`src/rtl/ps2_pkg.sv`:
```
// ps2_pkg -- shared definitions for the PS/2 keyboard receiver.
//   ps2_state_e    : frame FSM states (IDLE, DATA, PARITY, STOP)
//   PS2_BREAK_CODE : scan-code prefix sent before a key-release code
//   PS2_EXT_CODE   : scan-code prefix for extended keys
//   odd_ones()     : true when a 9-bit data+parity word holds an odd count of ones
package ps2_pkg;

    typedef enum logic [1:0] {
        IDLE   = 2'd0,
        DATA   = 2'd1,
        PARITY = 2'd2,
        STOP   = 2'd3
    } ps2_state_e;

    localparam logic [7:0] PS2_BREAK_CODE = 8'hF0;
    localparam logic [7:0] PS2_EXT_CODE   = 8'hE0;

    function automatic logic odd_ones(input logic [8:0] word);
        return ^word;
    endfunction

endpackage

```
`src/rtl/ps2_line_filter.sv`:
```
// ps2_line_filter -- conditions the raw PS/2 lines for the frame FSM.
//   Both lines pass through 2-flop synchronizers. The synchronized clock
//   is glitch-filtered: the filtered level only changes after FILTER_LEN
//   consecutive synchronized samples that disagree with it. A 1->0 change
//   of the filtered clock produces a one-cycle fall pulse.
// Ports:
//   clk_i      : system clock (rising edge)
//   rst_i      : synchronous active-high reset
//   ps2_clk_i  : raw asynchronous PS/2 clock line
//   ps2_data_i : raw asynchronous PS/2 data line
//   fall_o     : one-cycle pulse on a filtered ps2 clock falling edge
//   data_o     : synchronized ps2 data, aligned with fall_o
module ps2_line_filter #(
    parameter int unsigned FILTER_LEN = 8
) (
    input  logic clk_i,
    input  logic rst_i,
    input  logic ps2_clk_i,
    input  logic ps2_data_i,
    output logic fall_o,
    output logic data_o
);

    localparam int unsigned FW = (FILTER_LEN < 2) ? 1 : $clog2(FILTER_LEN);
    localparam logic [FW-1:0] CNT_LAST = FW'(FILTER_LEN - 1);

    logic [1:0]    clk_sync_q;
    logic [1:0]    data_sync_q;
    logic          filt_q, filt_d;
    logic [FW-1:0] cnt_q, cnt_d;
    logic          fall_q, fall_d;

    // Count consecutive samples that disagree with the filtered level;
    // any agreeing sample restarts the count, so short glitches are dropped.
    always_comb begin
        filt_d = filt_q;
        cnt_d  = '0;
        fall_d = 1'b0;
        if (clk_sync_q[1] != filt_q) begin
            if (cnt_q == CNT_LAST) begin
                filt_d = clk_sync_q[1];
                fall_d = filt_q;
            end else begin
                cnt_d = cnt_q + 1'b1;
            end
        end
    end

    always_ff @(posedge clk_i) begin
        if (rst_i) begin
            clk_sync_q  <= '1;
            data_sync_q <= '1;
            filt_q      <= 1'b1;
            cnt_q       <= '0;
            fall_q      <= 1'b0;
        end else begin
            clk_sync_q  <= {clk_sync_q[0], ps2_clk_i};
            data_sync_q <= {data_sync_q[0], ps2_data_i};
            filt_q      <= filt_d;
            cnt_q       <= cnt_d;
            fall_q      <= fall_d;
        end
    end

    assign fall_o = fall_q;
    assign data_o = data_sync_q[1];

endmodule

```
`src/rtl/ps2_key_rx.sv`:
```
// ps2_key_rx -- PS/2 keyboard scan-code receiver.
//   Receives 11-bit PS/2 frames (start 0, 8 data LSB first, odd parity,
//   stop 1) and presents each accepted byte on keyCode with a one-cycle
//   dataReady pulse. Errors are reported as one-cycle pulses.
// Configuration macro:
//   PS2_BREAK_FILTER_EN : when defined, an accepted 8'hF0 and the byte
//                         following it are swallowed (no keyCode update,
//                         no dataReady). 8'hE0 always passes through.
// Ports:
//   clk_50m   : the only clock (rising edge)
//   rst       : synchronous active-high reset
//   ps2_clk   : raw PS/2 clock line
//   ps2_data  : raw PS/2 data line
//   keyCode   : last accepted scan code, held until the next accept
//   dataReady : one-cycle pulse marking a new keyCode
//   parityErr : one-cycle pulse on parity failure
//   frameErr  : one-cycle pulse on bad start/stop bit or timeout
module ps2_key_rx
    import ps2_pkg::*;
#(
    parameter int unsigned FILTER_LEN     = 8,
    parameter int unsigned TIMEOUT_CYCLES = 50000
) (
    input  logic       clk_50m,
    input  logic       rst,
    input  logic       ps2_clk,
    input  logic       ps2_data,
    output logic [7:0] keyCode,
    output logic       dataReady,
    output logic       parityErr,
    output logic       frameErr
);

    localparam int unsigned TW = $clog2(TIMEOUT_CYCLES + 1);
    localparam logic [TW-1:0] TO_LAST = TW'(TIMEOUT_CYCLES - 1);
    localparam logic [TW-1:0] TO_SAT  = TW'(TIMEOUT_CYCLES);

    logic fall;
    logic sdata;

    ps2_line_filter #(
        .FILTER_LEN (FILTER_LEN)
    ) u_line_filter (
        .clk_i      (clk_50m),
        .rst_i      (rst),
        .ps2_clk_i  (ps2_clk),
        .ps2_data_i (ps2_data),
        .fall_o     (fall),
        .data_o     (sdata)
    );

    ps2_state_e    state_q, state_d;
    logic [2:0]    bitcnt_q, bitcnt_d;
    logic [7:0]    shift_q, shift_d;
    logic          par_q, par_d;
    logic [TW-1:0] to_q, to_d;
    logic [7:0]    key_q, key_d;
    logic          dr_q, dr_d;
    logic          pe_q, pe_d;
    logic          fe_q, fe_d;
    logic          accept;
    logic          timeout;
`ifdef PS2_BREAK_FILTER_EN
    logic          brk_q, brk_d;
`endif

    assign timeout = (state_q != IDLE) && !fall && (to_q >= TO_LAST);

    always_comb begin
        state_d  = state_q;
        bitcnt_d = bitcnt_q;
        shift_d  = shift_q;
        par_d    = par_q;
        key_d    = key_q;
        dr_d     = 1'b0;
        pe_d     = 1'b0;
        fe_d     = 1'b0;
        accept   = 1'b0;
`ifdef PS2_BREAK_FILTER_EN
        brk_d    = brk_q;
`endif

        // Idle-gap counter: cleared in IDLE and on every edge, saturating.
        if (state_q == IDLE || fall) begin
            to_d = '0;
        end else if (to_q != TO_SAT) begin
            to_d = to_q + 1'b1;
        end else begin
            to_d = to_q;
        end

        case (state_q)
            IDLE: begin
                if (fall) begin
                    if (!sdata) begin
                        state_d  = DATA;
                        bitcnt_d = '0;
                        shift_d  = '0;
                    end else begin
                        fe_d = 1'b1;
                    end
                end
            end
            DATA: begin
                if (fall) begin
                    shift_d  = {sdata, shift_q[7:1]};
                    bitcnt_d = bitcnt_q + 1'b1;
                    if (bitcnt_q == 3'd7) begin
                        state_d = PARITY;
                    end
                end else if (timeout) begin
                    state_d = IDLE;
                    fe_d    = 1'b1;
                end
            end
            PARITY: begin
                if (fall) begin
                    par_d   = sdata;
                    state_d = STOP;
                end else if (timeout) begin
                    state_d = IDLE;
                    fe_d    = 1'b1;
                end
            end
            STOP: begin
                if (fall) begin
                    state_d = IDLE;
                    if (!sdata) begin
                        fe_d = 1'b1;
                    end else if (odd_ones({par_q, shift_q})) begin
                        accept = 1'b1;
                    end else begin
                        pe_d = 1'b1;
                    end
                end else if (timeout) begin
                    state_d = IDLE;
                    fe_d    = 1'b1;
                end
            end
            default: begin
                state_d = IDLE;
            end
        endcase

        if (accept) begin
`ifdef PS2_BREAK_FILTER_EN
            // A break prefix arms the swallow flag; the released key's code
            // that follows clears it. Extended prefixes are delivered as-is.
            if (brk_q) begin
                brk_d = 1'b0;
            end else if (shift_q == PS2_BREAK_CODE) begin
                brk_d = 1'b1;
            end else begin
                key_d = shift_q;
                dr_d  = 1'b1;
            end
`else
            key_d = shift_q;
            dr_d  = 1'b1;
`endif
        end
    end

    always_ff @(posedge clk_50m) begin
        if (rst) begin
            state_q  <= IDLE;
            bitcnt_q <= '0;
            shift_q  <= '0;
            par_q    <= 1'b0;
            to_q     <= '0;
            key_q    <= '0;
            dr_q     <= 1'b0;
            pe_q     <= 1'b0;
            fe_q     <= 1'b0;
`ifdef PS2_BREAK_FILTER_EN
            brk_q    <= 1'b0;
`endif
        end else begin
            state_q  <= state_d;
            bitcnt_q <= bitcnt_d;
            shift_q  <= shift_d;
            par_q    <= par_d;
            to_q     <= to_d;
            key_q    <= key_d;
            dr_q     <= dr_d;
            pe_q     <= pe_d;
            fe_q     <= fe_d;
`ifdef PS2_BREAK_FILTER_EN
            brk_q    <= brk_d;
`endif
        end
    end

    assign keyCode   = key_q;
    assign dataReady = dr_q;
    assign parityErr = pe_q;
    assign frameErr  = fe_q;

endmodule

```
`config.mk`:
```
export PLATFORM = sky130hd
export DESIGN_NAME = ps2_key_rx
export DESIGN_NICKNAME = d
export VERILOG_FILES = /design/src/rtl/ps2_pkg.sv /design/src/rtl/ps2_line_filter.sv /design/src/rtl/ps2_key_rx.sv
export SDC_FILE = /design/constraint.sdc
export NUM_CORES = 1
export LEC_CHECK = 0
export ABC_AREA = 1
export CORE_MARGIN = 4
export CORE_UTILIZATION = 55
export CTS_CLUSTER_SIZE = 24
export DETAILED_ROUTE_END_ITERATION = 10
export DONT_BUFFER_PORTS = 1
export PLACE_DENSITY = 0.73
export SYNTH_ARGS = -nofsm -noshare
export SYNTH_HDL_FRONTEND = slang
export SYNTH_SLANG_ARGS = --single-unit
```
`constraint.sdc`:
```
create_clock -name clk_50m -period 1.6 [get_ports clk_50m]
set_input_delay 0.16 -clock clk_50m [delete_from_list [all_inputs] [get_ports clk_50m]]
set_output_delay 0.16 -clock clk_50m [all_outputs]
set_load 0.05 [all_outputs]
```
# Word level (Yosys, flattened, before mapping)
# Index checks and enable logic that the tools add are counted.
# classes
eq_ne,11
shifts,0
n_bitwise,5
add_sub_neg,3
muxes,29
n_div,0
magnitude_cmp,1
reduce_logical,17
n_mul,0
# op_table
cell,count
$mux 8,3
$add 16x1->16 const B,1
$ge 16x16->1 const B,1
$ne 16x16->1 const B,1
$pmux 8 s2,1
$mux 2,7
$mux 1,12
$mux 3,3
$reduce_xor 9->1,1
$pmux 2 s4,1
$add 3x1->3 const B,2
$eq 3x3->1 const B,2
$pmux 3 s2,1
$reduce_or 3->1,2
$not 1->1,5
$eq 2x2->1 const B,2
$ne 2x1->1 const B,2
$reduce_and 2->1,2
$reduce_and 4->1,1
$reduce_bool 2->1,2
$reduce_or 2->1,2
$reduce_or 4->1,1
$ne 3x3->1 const B,1
$pmux 1 s3,1
other kinds (8),9
# word_totals
n_memories,0
ff_bits,50
romBits,0
elab_cells,80
ramBits,0
output_inout_bits,11
latchBits,0

# Longest topological paths before layout
# logic_depth
ltp_word,6
depth_mapped,11
ltp_nobuf,11

# Cells and area by module
# A second synthesis with hierarchy kept.
# hier_totals
hier_cells,338
hier_area_um2,2409.8
# by_module_without_submodules
mod,area_each_um2,instances,cells_per_inst
ps2_key_rx,2107.0,1,307
ps2_line_filter,302.8,1,31

# Least setup slack after synthesis
# OpenSTA, ideal clock, no wires.
# synth_path
path_kind,register -> register
from,register state_q[1]
to,register shift_q[0]
setup_slack_ns,0.085
period_less_slack_ns,1.515
path_buffers,1
required_ns,1.514
setup_time_ns,0.086
t_arrival_ns,1.429
stages_incl_launch_ff,9
path_cell_list,dfxtp_1 inv_1 ha_1 inv_2 o21ai_1 a21oi_2 inv_2 buf_6 a211oi_1
# synth_via
elab_chain_len,3
word_cells_on_any_way,8
# synth_rtl
element,line_no,text
from (decl),ps2_key_rx.sv:52,"ps2_state_e state_q, state_d;"
from (signal assigned),ps2_key_rx.sv:179,state_q <= state_d;
$eq 2x1->1 / $logic_not 2->1 (equally long branches),ps2_key_rx.sv:92,case (state_q)
$ne 2x1->1 (no source line) (tied with other cells),n/a,
$reduce_and 4->1 (no source line),n/a,
to (signal assigned),ps2_key_rx.sv:181,shift_q <= shift_d;
to (decl),ps2_key_rx.sv:54,"logic [7:0] shift_q, shift_d;"
# Several ways; a longest one is shown, not always the timed one.
# A chain may end at the register's enable or synchronous reset.

# Worst setup path after layout
# layout_path
from,register state_q[0]
to,register shift_q[3]
# The elaborated chain is that of the path after synthesis.

==> flow_metrics.tcl <==
set metrics [dict create \
    run_status "completed" \
    die_width_um 75.1 \
    regToRegStartpoint "state_q[0]" \
    holdCritStartpoint "rst" \
    worst_ep_arrival_time_ns 1.71 \
    crit_required_ns 1.80 \
    vdd_ir_drop_max_v 0.000576 \
    placeableCoreArea_sq_um 4350 \
    antenna_violating_nets_post_route 0 \
    numPortBuffers 0 \
    total_power_mw 2.16 \
    power_leakage_nw 1.16 \
    maximum_number_of_pins_on_one_net_before_global_route_repair 19 \
    synth_edf_count 0 \
    worstReg2RegEnd "shift_q[3]" \
    placement_rows 24 \
    via_count 2114 \
    max_slew.worst_pin.slew_ns 0.619 \
    period_minus_slack_ns 1.51 \
    setup.reg_to_reg.worst_slack_ns 0.09 \
    post_synth_main_area_contributors "sky130_fd_sc_hd__dfxtp_1 40%, sky130_fd_sc_hd__nand2_1 9.6%, sky130_fd_sc_hd__inv_1 8.3%" \
    design.die.area_sq_um 5630 \
    yosysSeqAreaShare_pct 40.5 \
    library_cell_occupying_the_most_area_in_the_post_synthesis_netlist "sky130_fd_sc_hd__dfxtp_1" \
    worst_setup_hold_path_clk_slew_ns 0.09 \
    sort_of_element_at_the_end_of_the_critical_path "flop" \
    dp_cells 397 \
    setup.worst_path.start_class "flop" \
    largest_driver_fanout_on_the_critical_path 17 \
    post_synthesis_cell_area_sq_um 2470 \
    worst_r2r_path_depth 7 \
    max-cap-violations 0 \
    max_clock_freq_ghz 0.663 \
    ctsRootBufferMaster "sky130_fd_sc_hd__clkbuf_8" \
    cts.sink_count 50 \
    synth_top_flop_cell "sky130_fd_sc_hd__dfxtp_1" \
    finalHoldViolCount 0 \
    synthMostInstantiatedCell "sky130_fd_sc_hd__nand2_1" \
    tritoncts_buffers 5 \
    postLayoutCellArea_sq_um 2820 \
    syn-num-nets 354 \
    number_of_synthesized_register_bits 50 \
    critPathKind "reg2reg" \
    max-slew-margin-rel_pct 58.6 \
    grt_pass1_vias 1821 \
    insertion_delay_ns 0.30 \
    drc_violations_left 0 \
    whs_path_depth 3 \
    synth.cells.most_frequent "63 x sky130_fd_sc_hd__nand2_1, 55 x sky130_fd_sc_hd__inv_1, 50 x sky130_fd_sc_hd__dfxtp_1" \
    route.detailed.wl_per_inst_um 11.2 \
    postLayoutCoreUtil_pct 64.8 \
    setup_viol 0 \
    synth_cells 340 \
    grt_pass1_wl_um 7530 \
    detailedRoute.firstIterationViolations 109 \
    drive_gt1_share_pct 16.8 \
    totalWireLength_um 4590 \
    synthArstFlopShare_pct 0 \
    setup_slack_ns 0.0924 \
    dp_slack_ns -0.0142 \
    synthDominantCellAreaShare_pct 40.5 \
    slew_violations 0 \
    ys_warn_count 0 \
    hp-class "in2reg" \
    post-route-period-util_pct 94.2 \
    syn-mean-instance-area_sq_um 7.28 \
    placed_cell_area_sq_um 2590 \
    detail_route.first_pass.iterations 4 \
    netlist-cell-type-count 34 \
    design.final.nets 371 \
    num_io_pins 15 \
    areaGrowthSynthToFinish_pct 14.0 \
    cts_max_path_buffers 2 \
    globalRouteOverflowTotal 0 \
    initial_core_util_pct 56.8 \
    globalplace.congestion 0.863 \
    final_cell_count_no_fill 410 \
    vias_per_cell 5.16 \
    cts.htree.levels 2 \
    worst_clock_skew_ns 0.00466 \
    antenna_cells 0 \
    die_h_um 75.1 \
    antenna_found_initial 0 \
    dpl.hpwl_um 3330 \
    min_to "to_q[1]" \
    cts_tree "built" \
    groute.usage.overall_pct 17.0 \
    pwr_density_cell_nw_per_um2 767 \
]
-- report_power, final --
| part | total, mW | internal [mW] | leakage, nW | switching, mW |
|---|---|---|---|---|
| logic | 0.0327 | 0.0141 | 0.707 | 0.0185 |
| registers | 1.25 | 1.25 | 0.405 | 0.00301 |
| clock network | 0.880 | 0.467 | 0.0514 | 0.413 |
-- per-stage QoR --
stage                     hold slack [ns]  TNS (ns)
after floorplan                     0.264         0
after global placement              0.233         0
after detailed placement            0.235   -0.0192
after CTS                         0.00249         0
after global routing               0.0342   -0.0108
final                              0.0363         0
-- worst max-delay path, stage by stage, from the launching register on --
cell and delay (ns):
sky130_fd_sc_hd__dfxtp_2 0.36, sky130_fd_sc_hd__inv_1 0.07, sky130_fd_sc_hd__ha_2 0.21, sky130_fd_sc_hd__inv_2 0.11, sky130_fd_sc_hd__o21ai_2 0.08, sky130_fd_sc_hd__a21oi_2 0.19
sky130_fd_sc_hd__inv_4 0.12, sky130_fd_sc_hd__a211oi_1 0.28
-- repair_timing --
action	CTS	global route
resized for setup	1	19
hold endpoints to repair	18	1
endpoints found under the setup margin	2	24
pin swaps	0	5
setup buffers	0	1
hold buffers	3	1
-- cell type report --
| type | instances | area [sq um] |
|---|---|---|
| timing repair buffer | 16 | 130 |
| clock buffer | 6 | 72.6 |
| tap | 52 | 65.1 |
| sequential | 50 | 1010 |
| clock inverter | 2 | 37.5 |
| inverter | 63 | 239 |
| fill | 393 | 1530 |
| multi-input combinational | 221 | 1270 |
-- worst max path at each step --
stage | start | endpoint | slack [ns] | cells past startpoint
floorplan | state_q[1] | shift_q[0] | 0.09 | 8
global placement | state_q[0] | to_q[4] | 0.07 | 8
detailed placement | state_q[0] | to_q[2] | -0.01 | 7
CTS | state_q[0] | shift_q[4] | 0.02 | 7
global route | state_q[0] | shift_q[3] | -0.01 | 7
finish | state_q[0] | shift_q[3] | 0.09 | 7
-- kinds of logic after synthesis --
| kind of cell | count (synthesis) | share of synthesized area, % |
|---|---|---|
| adders and majority gates | 10 | 5.06 |
| buffers and inverters | 69 | 10.9 |
| AOI/OAI and AO/OA | 60 | 13.8 |
| xor gates and xnor gates | 2 | 0.708 |
| DFF | 50 | 40.5 |
| and+or+nand+nor | 149 | 29.1 |
-- layout by cell type (no fill, tap or decap), types with 5 or more instances in the layout --
cell type                  count
sky130_fd_sc_hd__a21oi_1      28
sky130_fd_sc_hd__buf_4        12
sky130_fd_sc_hd__a211oi_1      7
sky130_fd_sc_hd__nor2_1       32
sky130_fd_sc_hd__nand3_1      11
sky130_fd_sc_hd__nor3_1        5
sky130_fd_sc_hd__inv_2         6
sky130_fd_sc_hd__clkbuf_8      5
sky130_fd_sc_hd__ha_1          8
sky130_fd_sc_hd__or2_2         5
sky130_fd_sc_hd__nand2_1      63
sky130_fd_sc_hd__inv_1        55
sky130_fd_sc_hd__dfxtp_1      47
sky130_fd_sc_hd__nand4_1      10
sky130_fd_sc_hd__o21ai_0      12
-- state kept, by name, indices dropped and copies added, names as in the netlist, 2 cells and up --
name	cells
u_line_filter.clk_sync_q	2
shift_q	8
bitcnt_q	3
keyCode	8
u_line_filter.data_sync_q	2
u_line_filter.cnt_q	3
state_q	2
to_q	16
-- per-layer routing --
metal	global-route usage, %	share of wire, %	vias to the layer above	wire length (um)
li1	-	-	1118	-
met1	21.7	46	957	2130
met2	28.8	48	32	2200
met3	4.01	4.0	7	182
met4	4.35	1.6	0	72
met5	0	0	-	0
No activity file was read; power rests on OpenSTA's default activity.
